$ cat config.mk
export PLATFORM = sky130hd
export DESIGN_NAME = multicycle_control
export DESIGN_NICKNAME = d
export VERILOG_FILES = /design/src/rtl/mips_ctrl_pkg.sv /design/src/rtl/multicycle_ctrl_decode.sv /design/src/rtl/multicycle_control.sv
export SDC_FILE = /design/constraint.sdc
export NUM_CORES = 1
export LEC_CHECK = 0
export CAP_MARGIN = 10
export CORE_MARGIN = 4
export CORE_UTILIZATION = 45
export DETAILED_ROUTE_END_ITERATION = 10
export GPL_ROUTABILITY_DRIVEN = 0
export GPL_TIMING_DRIVEN = 0
export PLACE_DENSITY = 0.85
export SYNTH_ARGS = -nofsm -noshare
export SYNTH_HDL_FRONTEND = slang
export SYNTH_SLANG_ARGS = --single-unit
$ cat constraint.sdc
create_clock -name clk -period 1.8 [get_ports clk]
set_input_delay 0.27 -clock clk [delete_from_list [all_inputs] [get_ports clk]]
set_output_delay 0.27 -clock clk [all_outputs]
set_load 0.005 [all_outputs]
$ cat src/rtl/mips_ctrl_pkg.sv
// Shared encodings for the multi-cycle MIPS control sequencer:
// state codes, opcodes, ALU operation codes, mux select encodings and the
// control-word bundle passed from the decoder to the top level.
package mips_ctrl_pkg;

    typedef enum logic [3:0] {
        S_FETCH     = 4'd0,
        S_DECODE    = 4'd1,
        S_MEM_ADDR  = 4'd2,
        S_MEM_READ  = 4'd3,
        S_MEM_WB    = 4'd4,
        S_MEM_WRITE = 4'd5,
        S_EXECUTE   = 4'd6,
        S_ALU_WB    = 4'd7,
        S_IMM_EXEC  = 4'd8,
        S_IMM_WB    = 4'd9,
        S_BRANCH    = 4'd10,
        S_JUMP      = 4'd11,
        S_HALT      = 4'd12
    } state_t;

    localparam logic [5:0] OP_RTYPE = 6'h00;
    localparam logic [5:0] OP_J     = 6'h02;
    localparam logic [5:0] OP_BEQ   = 6'h04;
    localparam logic [5:0] OP_BNE   = 6'h05;
    localparam logic [5:0] OP_ADDI  = 6'h08;
    localparam logic [5:0] OP_ORI   = 6'h0D;
    localparam logic [5:0] OP_LUI   = 6'h0F;
    localparam logic [5:0] OP_LW    = 6'h23;
    localparam logic [5:0] OP_SW    = 6'h2B;

    localparam logic [2:0] ALU_ADD   = 3'b100;
    localparam logic [2:0] ALU_OR    = 3'b101;
    localparam logic [2:0] ALU_LUI   = 3'b011;
    localparam logic [2:0] ALU_RTYPE = 3'b111;
    localparam logic [2:0] ALU_SUB   = 3'b001;

    localparam logic [1:0] SRCB_REG     = 2'b00;
    localparam logic [1:0] SRCB_FOUR    = 2'b01;
    localparam logic [1:0] SRCB_IMM     = 2'b10;
    localparam logic [1:0] SRCB_IMM_SH2 = 2'b11;

    localparam logic [1:0] PCSRC_ALU    = 2'b00;
    localparam logic [1:0] PCSRC_ALUOUT = 2'b01;
    localparam logic [1:0] PCSRC_JUMP   = 2'b10;

    // Full control word: write enables first, then mux selects.
    typedef struct packed {
        logic       pc_write;
        logic       branch_eq;
        logic       branch_ne;
        logic       mem_read;
        logic       mem_write;
        logic       ir_write;
        logic       reg_write;
        logic       iord;
        logic       reg_dst;
        logic       mem_to_reg;
        logic       alu_src_a;
        logic [1:0] alu_src_b;
        logic [1:0] pc_source;
        logic [2:0] alu_op;
    } ctrl_t;

    // True for every opcode the sequencer knows how to execute.
    function automatic logic is_known_op(input logic [5:0] op);
        logic known;
        case (op)
            OP_RTYPE, OP_J, OP_BEQ, OP_BNE, OP_ADDI,
            OP_ORI, OP_LUI, OP_LW, OP_SW: known = 1'b1;
            default:                      known = 1'b0;
        endcase
        return known;
    endfunction

endpackage

$ cat src/rtl/multicycle_ctrl_decode.sv
// Purely combinational state + opcode to control-word decoder.
// Only FETCH looks at mem_ready (IRWrite/PCWrite follow it there).
module multicycle_ctrl_decode
    import mips_ctrl_pkg::*;
(
    input  state_t     state_i,
    input  logic [5:0] op_i,
    input  logic       mem_ready_i,
    output ctrl_t      ctrl_o
);

    // Moore decode: every field defaults to 0, each state sets what it needs.
    always_comb begin
        ctrl_o = '0;
        case (state_i)
            S_FETCH: begin
                ctrl_o.mem_read  = 1'b1;
                ctrl_o.alu_src_b = SRCB_FOUR;
                ctrl_o.alu_op    = ALU_ADD;
                ctrl_o.pc_source = PCSRC_ALU;
                ctrl_o.ir_write  = mem_ready_i;
                ctrl_o.pc_write  = mem_ready_i;
            end
            S_DECODE: begin
                ctrl_o.alu_src_b = SRCB_IMM_SH2;
                ctrl_o.alu_op    = ALU_ADD;
            end
            S_MEM_ADDR: begin
                ctrl_o.alu_src_a = 1'b1;
                ctrl_o.alu_src_b = SRCB_IMM;
                ctrl_o.alu_op    = ALU_ADD;
            end
            S_MEM_READ: begin
                ctrl_o.mem_read = 1'b1;
                ctrl_o.iord     = 1'b1;
            end
            S_MEM_WB: begin
                ctrl_o.reg_write  = 1'b1;
                ctrl_o.mem_to_reg = 1'b1;
            end
            S_MEM_WRITE: begin
                ctrl_o.mem_write = 1'b1;
                ctrl_o.iord      = 1'b1;
            end
            S_EXECUTE: begin
                ctrl_o.alu_src_a = 1'b1;
                ctrl_o.alu_src_b = SRCB_REG;
                ctrl_o.alu_op    = ALU_RTYPE;
            end
            S_ALU_WB: begin
                ctrl_o.reg_write = 1'b1;
                ctrl_o.reg_dst   = 1'b1;
            end
            S_IMM_EXEC: begin
                ctrl_o.alu_src_a = 1'b1;
                ctrl_o.alu_src_b = SRCB_IMM;
                case (op_i)
                    OP_ORI:  ctrl_o.alu_op = ALU_OR;
                    OP_LUI:  ctrl_o.alu_op = ALU_LUI;
                    default: ctrl_o.alu_op = ALU_ADD;
                endcase
            end
            S_IMM_WB: begin
                ctrl_o.reg_write = 1'b1;
            end
            S_BRANCH: begin
                ctrl_o.alu_src_a = 1'b1;
                ctrl_o.alu_src_b = SRCB_REG;
                ctrl_o.alu_op    = ALU_SUB;
                ctrl_o.pc_source = PCSRC_ALUOUT;
                ctrl_o.branch_eq = (op_i == OP_BEQ);
                ctrl_o.branch_ne = (op_i == OP_BNE);
            end
            S_JUMP: begin
                ctrl_o.pc_write  = 1'b1;
                ctrl_o.pc_source = PCSRC_JUMP;
            end
            default: begin
                ctrl_o = '0;
            end
        endcase
    end

endmodule

$ cat src/rtl/multicycle_control.sv
// Multi-cycle MIPS control sequencer: state register, next-state logic and
// reset forcing around the combinational decoder.
// Optional feature macro: ILLEGAL_TRAP_EN (unknown opcodes trap into HALT
// and raise illegal_op; otherwise they run as a 2-cycle NOP).
module multicycle_control
    import mips_ctrl_pkg::*;
(
    input  logic       clk,
    input  logic       reset,
    input  logic [5:0] OP,
    input  logic       mem_ready,
    output logic       PCWrite,
    output logic       BranchEQ,
    output logic       BranchNE,
    output logic       IorD,
    output logic       MemRead,
    output logic       MemWrite,
    output logic       IRWrite,
    output logic       RegDst,
    output logic       MemtoReg,
    output logic       RegWrite,
    output logic       ALUSrcA,
    output logic [1:0] ALUSrcB,
    output logic [1:0] PCSource,
    output logic [2:0] ALUOp,
    output logic [3:0] state,
    output logic       illegal_op
);

    state_t state_q;
    state_t state_d;
    state_t dec_state_s;
    ctrl_t  ctrl_s;

    // State register with synchronous active-high reset.
    always_ff @(posedge clk) begin
        if (reset) begin
            state_q <= S_FETCH;
        end else begin
            state_q <= state_d;
        end
    end

    // Next-state logic; wait states hold until mem_ready.
    always_comb begin
        state_d = state_q;
        case (state_q)
            S_FETCH:     state_d = mem_ready ? S_DECODE : S_FETCH;
            S_DECODE: begin
                case (OP)
                    OP_RTYPE:               state_d = S_EXECUTE;
                    OP_ADDI, OP_ORI, OP_LUI: state_d = S_IMM_EXEC;
                    OP_LW, OP_SW:           state_d = S_MEM_ADDR;
                    OP_BEQ, OP_BNE:         state_d = S_BRANCH;
                    OP_J:                   state_d = S_JUMP;
`ifdef ILLEGAL_TRAP_EN
                    default:                state_d = S_HALT;
`else
                    default:                state_d = S_FETCH;
`endif
                endcase
            end
            S_MEM_ADDR: begin
                if (OP == OP_SW) begin
                    state_d = S_MEM_WRITE;
                end else begin
                    state_d = S_MEM_READ;
                end
            end
            S_MEM_READ:  state_d = mem_ready ? S_MEM_WB : S_MEM_READ;
            S_MEM_WB:    state_d = S_FETCH;
            S_MEM_WRITE: state_d = mem_ready ? S_FETCH : S_MEM_WRITE;
            S_EXECUTE:   state_d = S_ALU_WB;
            S_ALU_WB:    state_d = S_FETCH;
            S_IMM_EXEC:  state_d = S_IMM_WB;
            S_IMM_WB:    state_d = S_FETCH;
            S_BRANCH:    state_d = S_FETCH;
            S_JUMP:      state_d = S_FETCH;
`ifdef ILLEGAL_TRAP_EN
            S_HALT:      state_d = S_HALT;
`endif
            default:     state_d = S_FETCH;
        endcase
    end

`ifdef ILLEGAL_TRAP_EN
    logic illegal_q;
    logic illegal_d;

    // Sticky flag set when DECODE sees an opcode it cannot execute.
    always_comb begin
        if ((state_q == S_DECODE) && !is_known_op(OP)) begin
            illegal_d = 1'b1;
        end else begin
            illegal_d = illegal_q;
        end
    end

    // Illegal-opcode flag register, cleared only by reset.
    always_ff @(posedge clk) begin
        if (reset) begin
            illegal_q <= 1'b0;
        end else begin
            illegal_q <= illegal_d;
        end
    end

    assign illegal_op = illegal_q & ~reset;
`else
    assign illegal_op = 1'b0;
`endif

    // While reset is held, selects show FETCH values regardless of state_q.
    assign dec_state_s = reset ? S_FETCH : state_q;

    multicycle_ctrl_decode u_decode (
        .state_i     (dec_state_s),
        .op_i        (OP),
        .mem_ready_i (mem_ready),
        .ctrl_o      (ctrl_s)
    );

    // Write enables are suppressed during reset so an aborted access writes nothing.
    assign PCWrite  = ctrl_s.pc_write  & ~reset;
    assign BranchEQ = ctrl_s.branch_eq & ~reset;
    assign BranchNE = ctrl_s.branch_ne & ~reset;
    assign MemRead  = ctrl_s.mem_read  & ~reset;
    assign MemWrite = ctrl_s.mem_write & ~reset;
    assign IRWrite  = ctrl_s.ir_write  & ~reset;
    assign RegWrite = ctrl_s.reg_write & ~reset;
    assign IorD     = ctrl_s.iord;
    assign RegDst   = ctrl_s.reg_dst;
    assign MemtoReg = ctrl_s.mem_to_reg;
    assign ALUSrcA  = ctrl_s.alu_src_a;
    assign ALUSrcB  = ctrl_s.alu_src_b;
    assign PCSource = ctrl_s.pc_source;
    assign ALUOp    = ctrl_s.alu_op;
    assign state    = state_q;

endmodule
==> metrics.cfg <==
[yosys]
async_flop_share_pct=0
synth.avg_cell_area_um2=7.05
synth_cell_types=47
synth_top_area_share_pct=10.9
synth_edf_count=0
syn-num-nets=113
synth_most_common_cell=nor2_1
synth_area_leaders=dfxtp_1 11%, nor2_1 9.2%, clkbuf_8 7.5%
yosys_warnings=0
ys.flop_type=dfxtp_1
yosysSeqAreaShare_pct=10.9
yosysTopAreaCell=dfxtp_1
ys_ff_latch=4
synthTopCellsByCount=18 x nor2_1, 7 x nand2_1, 5 x inv_1
syn_inst=104
synthesis.area_um2=733

[grt]
grtUsageTotal_pct=20.7
grt_pass1_vias=897
grt_first_pass_wirelength_mm=3.97
gr-total-overflow=0
grt_max_degree=11
antenna_found_initial=0

[sta]
layout_min_cycle_time_ns=1.88
fin_tns_setup_ns=-0.148
slew_violations=0
holdWs_ns=0.344
skew_ns=0.00641
fin_ws_ns=-0.0803
rsz0062_at_grt=true
setup_viol=3
finalCritPeriodShare_pct=104
hold_violations=0
fmax_mhz=532

[placement]
place_area_mm2=0.00103
portBuffers=28
hpwl_mm=1.57

[outcome]
violations=negative setup slack
outcome=complete, but fails checks

[clocking]
clkLatencyLatePin_ns=0.24
postCtsHoldBufs=0
htreeDepth=1
cts_root_buffer=clkbuf_4
cts_buffers=3
cts_sinks=4
clock_path_buffers=2
cts_tree=done
clkTransAtPathRegs_ns=0.04

[power_and_ir_drop]
comb_power_share_pct=42.5
intPower_mw=0.243
vdd_drop_max_uv=462
seq_power_share_pct=26.5
power_switching_mw=0.125
netSwitchingFraction_pct=34.0
leakagePower_nw=0.634
p_per_area_mw_per_mm2=280
clock_power_share_pct=31.0

[critical_path]
critPathKind=flop to output pin
path_cells=buf_8 > nand2b_4 > nor4_4 > nand4_1 > buf_4 > nor2_4 > buf_2
start_kind=flop
cp-end-kind=output pin
crit_arrival_ns=1.61
cp_slowest_cell=dfxtp_2
cp.required_ns=1.53
cpPeakStageDelay_ns=0.34
path_max_fanout=5

[layout]
drive_above_1_share_pct=46.8
final_cell_area_mm2=0.00132
fin_nets=165
area_growth_pct=79.9
largest_reg_flops=4
n_antenna_cell=0
fin_util_pct=86.5

[min_path]
hold_path.class=primary input to flop

[drt]
drt_iter0_drc=24
wl_mm=2.91
drc=0
ant_nets=0
vias_per_cell=6.10
vias=1037
routedWlPerCell_um=17.1
drtPass1Iterations=4

[die]
fp.coreArea_mm2=0.00152
num_rows=14
die-width_um=48.4
start_util_pct=48.1
die_h_um=48.4
io_pins=32
die_area_mm2=0.00234

[run]
cap_violations=0

## power groups by stage
stage / registers (mW) / clock network (mW) / logic [mW]
global placement: 0.0948 / 0 / 0.129
detailed placement: 0.0949 / 0 / 0.131
CTS: 0.0924 / 0.122 / 0.141
floorplan: 0.0951 / 0 / 0.0773
global route: 0.0976 / 0.130 / 0.168
finish: 0.0976 / 0.114 / 0.157
## kinds of logic after synthesis
group	count (synthesis)	synth area share (%)
AO/OA/AOI/OAI	22	23.9
multiplexers	1	1.37
XOR/XNOR	3	3.58
AND/OR/NAND/NOR	56	41.5
buffers and inverters	17	18.3
other	1	0.511
flip-flops	4	10.9
## repair_timing
action | CTS | global route
cloned | 0 | 1
setup endpoints to repair | 18 | 11
pin swaps | 8 | 11
gates resized for setup | 60 | 42
buffers inserted | 9 | 12
## per-layer routing
layer / GRT usage, % / wire [um] / up-vias
met5: 0 / 0 / -
met4: 9.68 / 104 / 0
met3: 5.21 / 219 / 17
met2: 36.7 / 1510 / 61
met1: 22.3 / 1080 / 491
li1: - / - / 468
## placed cells by master, fill, tap and decap left out, types with 3 or more instances in the layout
| master | Yosys | routed |
|---|---|---|
| buf_4 | 1 | 20 |
| nor2_1 | 18 | 16 |
| dlygate4sd2_1 | 0 | 7 |
| nand2_1 | 7 | 6 |
| clkbuf_2 | 1 | 6 |
| buf_6 | 3 | 5 |
| clkdlybuf4s50_1 | 0 | 5 |
| and3_1 | 4 | 4 |
| buf_2 | 2 | 4 |
| clkbuf_8 | 4 | 3 |
| buf_8 | 0 | 3 |
| o21ai_0 | 3 | 3 |
| inv_1 | 5 | 3 |
| clkbuf_4 | 0 | 3 |
| clkdlybuf4s15_1 | 0 | 3 |
| dfxtp_2 | 0 | 3 |
## stage by stage
step                instances  setup slack, ns  power [mW]
floorplan                 104            0.367       0.172
global placement          148           -0.617       0.223
detailed placement        148           -0.627       0.226
CTS                       159           -0.158       0.356
global route              170           -0.163       0.395
finish                    170          -0.0803       0.369
## worst max-delay path, delay by kind of cell, from the launching register on
family        cells  cell delay [ns]
buf+inv           3             0.41
flops             1             0.34
simple gates      4             0.61
## cell type report
type | instances | area [um2]
plain buffers | 10 | 141
clock buffers | 3 | 22.5
fillers | 78 | 205
inverters | 5 | 22.5
multi-input cells | 83 | 619
flip-flops and latches | 4 | 87.6
well taps | 16 | 20.0
repair buffers | 49 | 405
## worst paths after layout
kind | startpoint | to | slack (ns) | depth (start not counted)
worst min register to register | state[2] | state[3] | 0.75 | 3
worst max-delay path | state[3] | BranchEQ | -0.08 | 7
worst max register to register | state[3] | state[0] | 0.35 | 6
worst min-delay path | OP[4] | state[1] | 0.34 | 4
Power figures use the tool's default switching activity.
